[src/rtl/branch_resolver_pkg.sv]
// Shared opcode and state encodings for the commit-side branch resolver.
// Used by branch_resolver and br_actual_pc.
package branch_resolver_pkg;

   localparam logic [6:0] OP_JAL    = 7'b1101111;
   localparam logic [6:0] OP_JALR   = 7'b1100111;
   localparam logic [6:0] OP_B_TYPE = 7'b1100011;

   typedef logic [1:0] br_state_t;

   localparam br_state_t BR_IDLE  = 2'd0;
   localparam br_state_t BR_FLUSH = 2'd1;
   localparam br_state_t BR_REDIR = 2'd2;

   function automatic logic is_ctrl_op(input logic [6:0] op);
      return (op == OP_JAL) || (op == OP_JALR) || (op == OP_B_TYPE);
   endfunction

endpackage

[src/rtl/branch_resolver_actual_pc.sv]
// Combinational true-next-PC computation for a committing instruction.
// All additions wrap modulo 2^XLEN.
module br_actual_pc
   import branch_resolver_pkg::*;
#(
   parameter int XLEN = 32
) (
   input  logic [6:0]      opcode,
   input  logic [XLEN-1:0] pc,
   input  logic            taken,
   input  logic [XLEN-1:0] target,
   output logic [XLEN-1:0] actual_pc
);

   logic [XLEN-1:0] pc_plus4;

   assign pc_plus4 = pc + XLEN'(4);

   always_comb begin
      actual_pc = pc_plus4;
      case (opcode)
         OP_JAL, OP_JALR: actual_pc = target;
         OP_B_TYPE:       actual_pc = taken ? target : pc_plus4;
         default:         actual_pc = pc_plus4;
      endcase
   end

endmodule

[src/rtl/branch_resolver.sv]
// Commit-side branch resolver: detects next-PC mispredicts, flushes, then redirects fetch.
// Optional statistics counters are built only when BR_STAT_EN is defined.
module branch_resolver
   import branch_resolver_pkg::*;
#(
   parameter int FLUSH_CYCLES = 2,
   parameter int XLEN         = 32
) (
   input  logic            clk_in,
   input  logic            rst_in,
   input  logic            rdy_in,
   input  logic            cm_valid,
   output logic            cm_ready,
   input  logic [6:0]      cm_opcode,
   input  logic [XLEN-1:0] cm_pc,
   input  logic [XLEN-1:0] cm_pred_pc,
   input  logic            cm_taken,
   input  logic [XLEN-1:0] cm_target,
   output logic            flush_out,
   output logic            redir_valid,
   input  logic            redir_ready,
   output logic [XLEN-1:0] redir_pc,
   output logic            upd_valid,
   output logic [XLEN-1:0] upd_pc,
   output logic            upd_taken,
   output logic [31:0]     stat_branches,
   output logic [31:0]     stat_mispred
);

   br_state_t       state_r, state_nxt;
   logic [3:0]      cnt_r;
   logic            ready_r;
   logic [XLEN-1:0] actual_pc_p0;
   logic            accept_p0, mispred_p0, is_b_p0;
   logic [XLEN-1:0] redir_pc_p1;
   logic            upd_vld_p1, upd_taken_p1;
   logic [XLEN-1:0] upd_pc_p1;

   br_actual_pc #(.XLEN(XLEN)) u_actual (
      .opcode    (cm_opcode),
      .pc        (cm_pc),
      .taken     (cm_taken),
      .target    (cm_target),
      .actual_pc (actual_pc_p0)
   );

   assign accept_p0  = cm_valid & ready_r & rdy_in;
   assign mispred_p0 = accept_p0 & (actual_pc_p0 != cm_pred_pc);
   assign is_b_p0    = (cm_opcode == OP_B_TYPE);

   always_comb begin
      state_nxt = state_r;
      case (state_r)
         BR_IDLE:  if (mispred_p0) state_nxt = BR_FLUSH;
         BR_FLUSH: if (cnt_r <= 4'd1) state_nxt = BR_REDIR;
         BR_REDIR: if (redir_ready) state_nxt = BR_IDLE;
         default:  state_nxt = BR_IDLE;
      endcase
   end

   // p0 -> p1: FSM, flush counter, redirect PC and predictor-update record
   always_ff @(posedge clk_in or negedge rst_in) begin
      if (!rst_in) begin
         state_r      <= BR_IDLE;
         cnt_r        <= 4'd0;
         ready_r      <= 1'b0;
         redir_pc_p1  <= '0;
         upd_vld_p1   <= 1'b0;
         upd_pc_p1    <= '0;
         upd_taken_p1 <= 1'b0;
      end else if (rdy_in) begin
         state_r    <= state_nxt;
         ready_r    <= (state_nxt == BR_IDLE);
         upd_vld_p1 <= accept_p0 & is_b_p0;
         if (mispred_p0) begin
            cnt_r       <= 4'(FLUSH_CYCLES);
            redir_pc_p1 <= actual_pc_p0;
         end else if (state_r == BR_FLUSH && cnt_r != 4'd0) begin
            cnt_r <= cnt_r - 4'd1;
         end
         if (accept_p0 && is_b_p0) begin
            upd_pc_p1    <= cm_pc;
            upd_taken_p1 <= cm_taken;
         end
      end
   end

   assign cm_ready    = ready_r;
   assign flush_out   = (state_r == BR_FLUSH);
   assign redir_valid = (state_r == BR_REDIR);
   assign redir_pc    = redir_pc_p1;
   assign upd_valid   = upd_vld_p1;
   assign upd_pc      = upd_pc_p1;
   assign upd_taken   = upd_taken_p1;

`ifdef BR_STAT_EN
   logic [31:0] stat_br_r, stat_mp_r;

   function automatic logic [31:0] sat_inc(input logic [31:0] v);
      return (v == 32'hFFFF_FFFF) ? v : v + 32'd1;
   endfunction

   // p0 -> p1: saturating event counters
   always_ff @(posedge clk_in or negedge rst_in) begin
      if (!rst_in) begin
         stat_br_r <= 32'd0;
         stat_mp_r <= 32'd0;
      end else begin
         if (accept_p0 && is_ctrl_op(cm_opcode)) stat_br_r <= sat_inc(stat_br_r);
         if (mispred_p0) stat_mp_r <= sat_inc(stat_mp_r);
      end
   end

   assign stat_branches = stat_br_r;
   assign stat_mispred  = stat_mp_r;
`else
   assign stat_branches = 32'd0;
   assign stat_mispred  = 32'd0;
`endif

endmodule

[config.mk]
export PLATFORM = sky130hd
export DESIGN_NAME = branch_resolver
export DESIGN_NICKNAME = d
export VERILOG_FILES = /design/src/rtl/branch_resolver_pkg.sv /design/src/rtl/branch_resolver_actual_pc.sv /design/src/rtl/branch_resolver.sv
export SDC_FILE = /design/constraint.sdc
export NUM_CORES = 1
export LEC_CHECK = 0
export BUFFER_PORTS_ARGS = -buffer_cell sky130_fd_sc_hd__buf_2
export CAP_MARGIN = 10
export CORE_MARGIN = 2
export CORE_UTILIZATION = 46
export DETAILED_ROUTE_END_ITERATION = 6
export PLACE_DENSITY = 0.79
export SLEW_MARGIN = 20
export SYNTH_ARGS = -nofsm -noshare
export SYNTH_HDL_FRONTEND = slang
export SYNTH_HIERARCHICAL = 1
export SYNTH_SLANG_ARGS = --single-unit
[constraint.sdc]
create_clock -name clk_in -period 2.1 [get_ports clk_in]
set_input_delay 0.315 -clock clk_in [delete_from_list [all_inputs] [get_ports clk_in]]
set_output_delay 0.315 -clock clk_in [all_outputs]
set_load 0.1 [all_outputs]
Yosys cells after proc, flatten, opt, wreduce, memory -nomap -nowiden
Index checks and enable logic that the tools add are counted.
{"block": "totals", "regBits": 73, "output_inout_bits": 133, "elab_cells": 38}
{"block": "classes", "add_sub_neg": 2, "n_lt_le_gt_ge": 1, "eq_ne": 6, "n_mux": 8, "n_bitwise": 4, "n_reduce_logical": 10}
{"op": "32-bit one-hot mux with 2 select lines", "n": 1}
{"op": "32-bit by 3-bit adder with 32-bit output (second input constant)", "n": 1}
{"op": "32-bit two-way mux", "n": 1}
{"op": "32-bit != test", "n": 1}
{"op": "7-bit == test (second input constant)", "n": 3}
{"op": "4-bit two-way mux", "n": 2}
{"op": "2-bit two-way mux", "n": 3}
{"op": "2-bit one-hot mux with 3 select lines", "n": 1}
{"op": "2-bit AND reduction", "n": 3}
{"op": "1-bit bitwise AND", "n": 4}
{"op": "4-bit by 1-bit less-or-equal comparator with 1-bit output (second input constant)", "n": 1}
{"op": "2-bit zero test", "n": 2}
{"op": "4-bit nonzero test", "n": 1}
{"op": "4-bit by 1-bit subtractor with 4-bit output (second input constant)", "n": 1}
{"op": "2-bit by 1-bit == test with 1-bit output (second input constant)", "n": 1}
{"op": "2-bit == test (second input constant)", "n": 1}
{"op": "1-bit logical AND", "n": 2}
{"op": "2-bit nonzero test", "n": 1}
{"op": "2-bit OR reduction", "n": 1}

Longest topological paths before layout
{"block": "logic_depth", "depth_word": 8, "mapped_depth": 13, "depth_no_buf": 10}

Cells and area by module
Netlist, hierarchy kept.
{"module": "branch_resolver", "instances": 1, "cells_per_inst": 294, "area_per_inst_um2": 3759.9}
{"module": "br_actual_pc", "instances": 1, "cells_per_inst": 170, "area_per_inst_um2": 970.9}

Worst setup path before layout
No wires, ideal clock.
{"block": "synth_path", "kind": "input -> register", "startpoint": "input cm_pc[2]", "endpoint": "register redir_pc_p1[18] (netlist: redir_pc[18])", "setup_time_ps": 126, "arrival_time_ps": 2988, "slack_ps": -1015, "cell_stages": 13, "n_path_buf": 3, "cell_sequence": "ha_1 -> nand3_1 -> or3_1 -> buf_2 -> or4_1 -> a31oi_1 -> xnor2_1 -> nand4_1 -> nor4_1 -> a21oi_1 -> buf_6 -> buf_6 -> mux2_4"}
{"block": "synth_via", "elab_chain_len": 6}
{"item": "start: declaration", "line_no": "branch_resolver.sv:15", "source": "input logic [XLEN-1:0] cm_pc,"}
{"item": "32-bit by 3-bit adder with 32-bit output (*)", "line_no": "branch_resolver_actual_pc.sv:17", "source": "assign pc_plus4 = pc + XLEN'(4);"}
{"item": "32-bit two-way mux", "line_no": "branch_resolver_actual_pc.sv:23", "source": "OP_B_TYPE: actual_pc = taken ? target : pc_plus4;"}
{"item": "32-bit one-hot mux with 2 select lines (*)", "line_no": "branch_resolver_actual_pc.sv:21", "source": "case (opcode)"}
{"item": "via actual_pc_p0[20]", "line_no": "branch_resolver.sv:33", "source": "logic [XLEN-1:0] actual_pc_p0;"}
{"item": "32-bit != test (*)", "line_no": "branch_resolver.sv:48", "source": "assign mispred_p0 = accept_p0 & (actual_pc_p0 != cm_pred_pc);"}
{"item": "1-bit bitwise AND (*)", "line_no": "branch_resolver.sv:48"}
{"item": "2-bit AND reduction (no line) (*)"}
{"item": "end signal: assignment", "line_no": "branch_resolver.sv:77", "source": "redir_pc_p1 <= actual_pc_p0;"}
{"item": "end: declaration", "line_no": "branch_resolver.sv:35", "source": "logic [XLEN-1:0] redir_pc_p1;"}
The timed path passes the listed nets; every way through them passes the cells marked *.
A chain may end at the register's enable or synchronous reset.

Final worst setup path
{"block": "layout_path", "startpoint": "input cm_pc[18]", "endpoint": "register redir_pc_p1[28] (netlist: redir_pc[28])"}
The elaborated chain is that of the path after synthesis.

==> out/metrics.csv <==
metric;value;unit
syn-cell-area;4731;µm²
synth_area_leaders;dfrtp_1 39%, mux2_2 12%, buf_4 10%;
h-tree-depth;3;
r2r_setup_slack;0.42;ns
area.growth.synth_to_final;43.00;%
internal_power;3.537;mW
ys.flop_type;dfrtp_1;
synthSimpleGateAreaFrac;13.96;%
synth_seq_cells;73;
hold_depth;2;
combPwrFrac;59.3;%
clockPowerShare;15.3;%
violations;setup timing;
setup_viol;38;
synth_fa_ha_area_share;1.058;%
design_power_total;8.288;mW
synth_edf_count;0;
fillers;755;
worst_pin_slew;0.5174;ns
cts.sinks;73;
slew_viol_final;0;
crit_arrival;3.14;ns
synth.avg_cell_area;10.20;µm²
synth_compound_area_share;7.749;%
r2r-end;upd_pc[4]$_DFFE_PN0P_;
die_width;105.4;µm
place_congestion;0.9552;
r2r_cells;4;
insertion_delay;0.35;ns
ys_types;40;
hold_viol_final;0;
viasPerCell;5.089;
cts_tree;built;
hp-class;primary input to flop;
endpoint_kind;flop;
wl;14.78;mm
grt_pass1_wl;22.80;mm
synth_commonest_cells;73 x dfrtp_1, 66 x buf_4, 51 x mux2_2;
numPortBuffers;177;
hold_path.startpoint;cm_pc[0];
fp.coreArea;10140;µm²
final_cell_area;6765;µm²
wl_per_cell;16.95;µm
power.density;1225;nW/µm²
synth_top_family_by_area;multiplexers;
synthCells;464;
reg2reg_from;cm_ready$_DFFE_PN0P_;
maxSlewHeadroom;65.74;%
rsz0062_at_grt;yes;
via_count;4438;
critical_path_class;primary input to flop;
cp.required;2.34;ns
ant_nets;0;
nNetsFinal;843;
clock-root-buffer;clkbuf_8;
drive_gt1_share;52.93;%
cts_made_buffers;9;
fmax;344.8;MHz
synth-xor-area-share;8.701;%
p_seq_share;25.4;%
holdPathEnd;upd_pc[0]$_DFFE_PN0P_;
place_area;6349;µm²
path_clk_slew;0.08;ns
clockBufferDepth;2;
p_sw_share;57.33;%
die_area;11110;µm²
drtIter0Drc;254;
synth.most_common_cell;dfrtp_1;
p_leak;3.370;nW
yosys_warnings;6;
grt_overflow;0;
antenna_found_initial;2;
drc;0;
grt_start_max_net_pins;45;
ios;242;
ir_drop;0.8913;mV
ys_seq_area_share;38.61;%
setup_ws;-0.8001;ns
grt_use_total;26.82;%
synth_top_area_share;38.61;%
start_util;46.66;%
p_sw;4.752;mW
clock_skew;0.003035;ns
hpwl;11.28;mm
synthArstFlopShare;100.0;%
max_cap_violations;0;
final_cells;872;
fin_crit;2.900;ns
cp_max_fo;17;
synth_mux_area_share;16.58;%
placedCellCount;849;
yosysTopAreaCell;dfrtp_1;
firstDrtPassIters;4;
startpoint_type;primary input;
rows;37;
period_share;138.1;%
status;finished with violations;
die_y;105.4;µm
grt_pass1_vias;4455;
==> flip-flops by register name (all words and copies together) (netlist names) <==
register	count
redir_pc	32
upd_pc	32
cnt_r	4
state_r	2
cm_ready	1
upd_taken	1
upd_valid	1
==> how the worst max path moves through the flow <==
stage	start	end	slack (ns)	cells past startpoint
after floorplan	cm_pc[15]	redir_pc[18]$_DFFE_PN0P_	-0.89	12
after global routing	cm_pc[18]	redir_pc[19]$_DFFE_PN0P_	-0.88	13
after global placement	cm_pc[2]	redir_pc[19]$_DFFE_PN0P_	-1.22	13
after detailed placement	cm_pc[18]	redir_pc[28]$_DFFE_PN0P_	-1.27	13
after CTS	cm_pc[18]	redir_pc[28]$_DFFE_PN0P_	-0.79	13
final	cm_pc[18]	redir_pc[28]$_DFFE_PN0P_	-0.80	13
==> repair_timing <==
action,CTS,global route
hold buffers,1,0
pin swaps,5,2
buffers inserted,2,2
gates resized for setup,18,4
gates cloned,1,0
setup endpoints to repair,38,38
hold endpoints to repair,29,0
==> stage by stage <==
| step | hold slack, ns | utilization, % | setup slack, ns | TNS (ns) |
|---|---|---|---|---|
| finish | 0.2029 | 66.73 | -0.8001 | -28.82 |
| global route | 0.2017 | 66.73 | -0.8798 | -31.97 |
| CTS | 0.1840 | 66.25 | -0.7895 | -28.41 |
| detailed placement | 0.2831 | 62.62 | -1.269 | -46.66 |
| global placement | 0.2722 | 62.62 | -1.223 | -45.30 |
| floorplan | 0.01941 | - | -0.8856 | -29.50 |
==> placed cells by master, fill, tap and decap left out, types with 8 or more instances in the layout <==
master / netlist / final
buf_4: 66 / 90
o21ai_0: 20 / 18
o31ai_1: 11 / 11
nand3_1: 13 / 10
a31oi_4: 0 / 8
mux2_2: 51 / 50
nor2_1: 23 / 23
inv_1: 8 / 8
xnor2_1: 43 / 39
conb_1: 1 / 64
dfrtp_1: 73 / 72
nand2_1: 33 / 33
nand4_1: 12 / 12
mux2_4: 14 / 15
clkbuf_8: 0 / 11
buf_2: 6 / 175
==> routing by layer <==
metal  GRT usage (%)  part of all wire, %  vias to the layer above
li1                -                    -                     2052
met1           30.42                   37                     2119
met2           46.18                   51                      224
met3           6.555                  7.3                       43
met4           14.76                  4.2                        0
met5               0                    0                        -
==> critical path, stage by stage <==
cell and delay, ns:
buf_2 0.11, nand3_2 0.09, or4_4 0.50, buf_6 0.17, or4_4 0.50, a31oi_4 0.19
xnor2_2 0.14, nand4_1 0.13, nor4_2 0.29, buf_4 0.16, a21oi_4 0.06, buf_12 0.18
mux2_4 0.31
==> cell families (layout without fill, tap and decap cells) <==
| logic type | Yosys count | after routing |
|---|---|---|
| flip-flops | 73 | 73 |
| AO/OA/AOI/OAI | 57 | 57 |
| AND/OR/NAND/NOR | 126 | 127 |
| other | 1 | 65 |
| buffers and inverters | 91 | 298 |
| multiplexers | 65 | 65 |
| adder cells (fa/ha/maj) | 4 | 4 |
| XOR/XNOR | 47 | 47 |
==> power by group through the flow <==
stage	clock network [mW]	registers [mW]	logic (mW)
after floorplan	0	4.64	1.51
after global placement	0	2.10	4.82
after detailed placement	0	2.11	4.88
after CTS	1.30	2.10	4.91
after global routing	1.36	2.14	5.05
final	1.27	2.11	4.91
==> area by class of cell <==
class | count | area [µm²] | share of cell area (%)
Multi-Input combinational cell | 364 | 2793 | 41.28
Sequential cell | 73 | 1828 | 27.02
Timing Repair Buffer | 274 | 1713 | 25.32
Tap cell | 136 | 170.2 | 2.515
Clock buffer | 11 | 151.4 | 2.238
Clock inverter | 5 | 77.57 | 1.147
Inverter | 8 | 30.03 | 0.4439
Antenna cell | 1 | 2.502 | 0.03699
(Power assumes the default switching activity.)
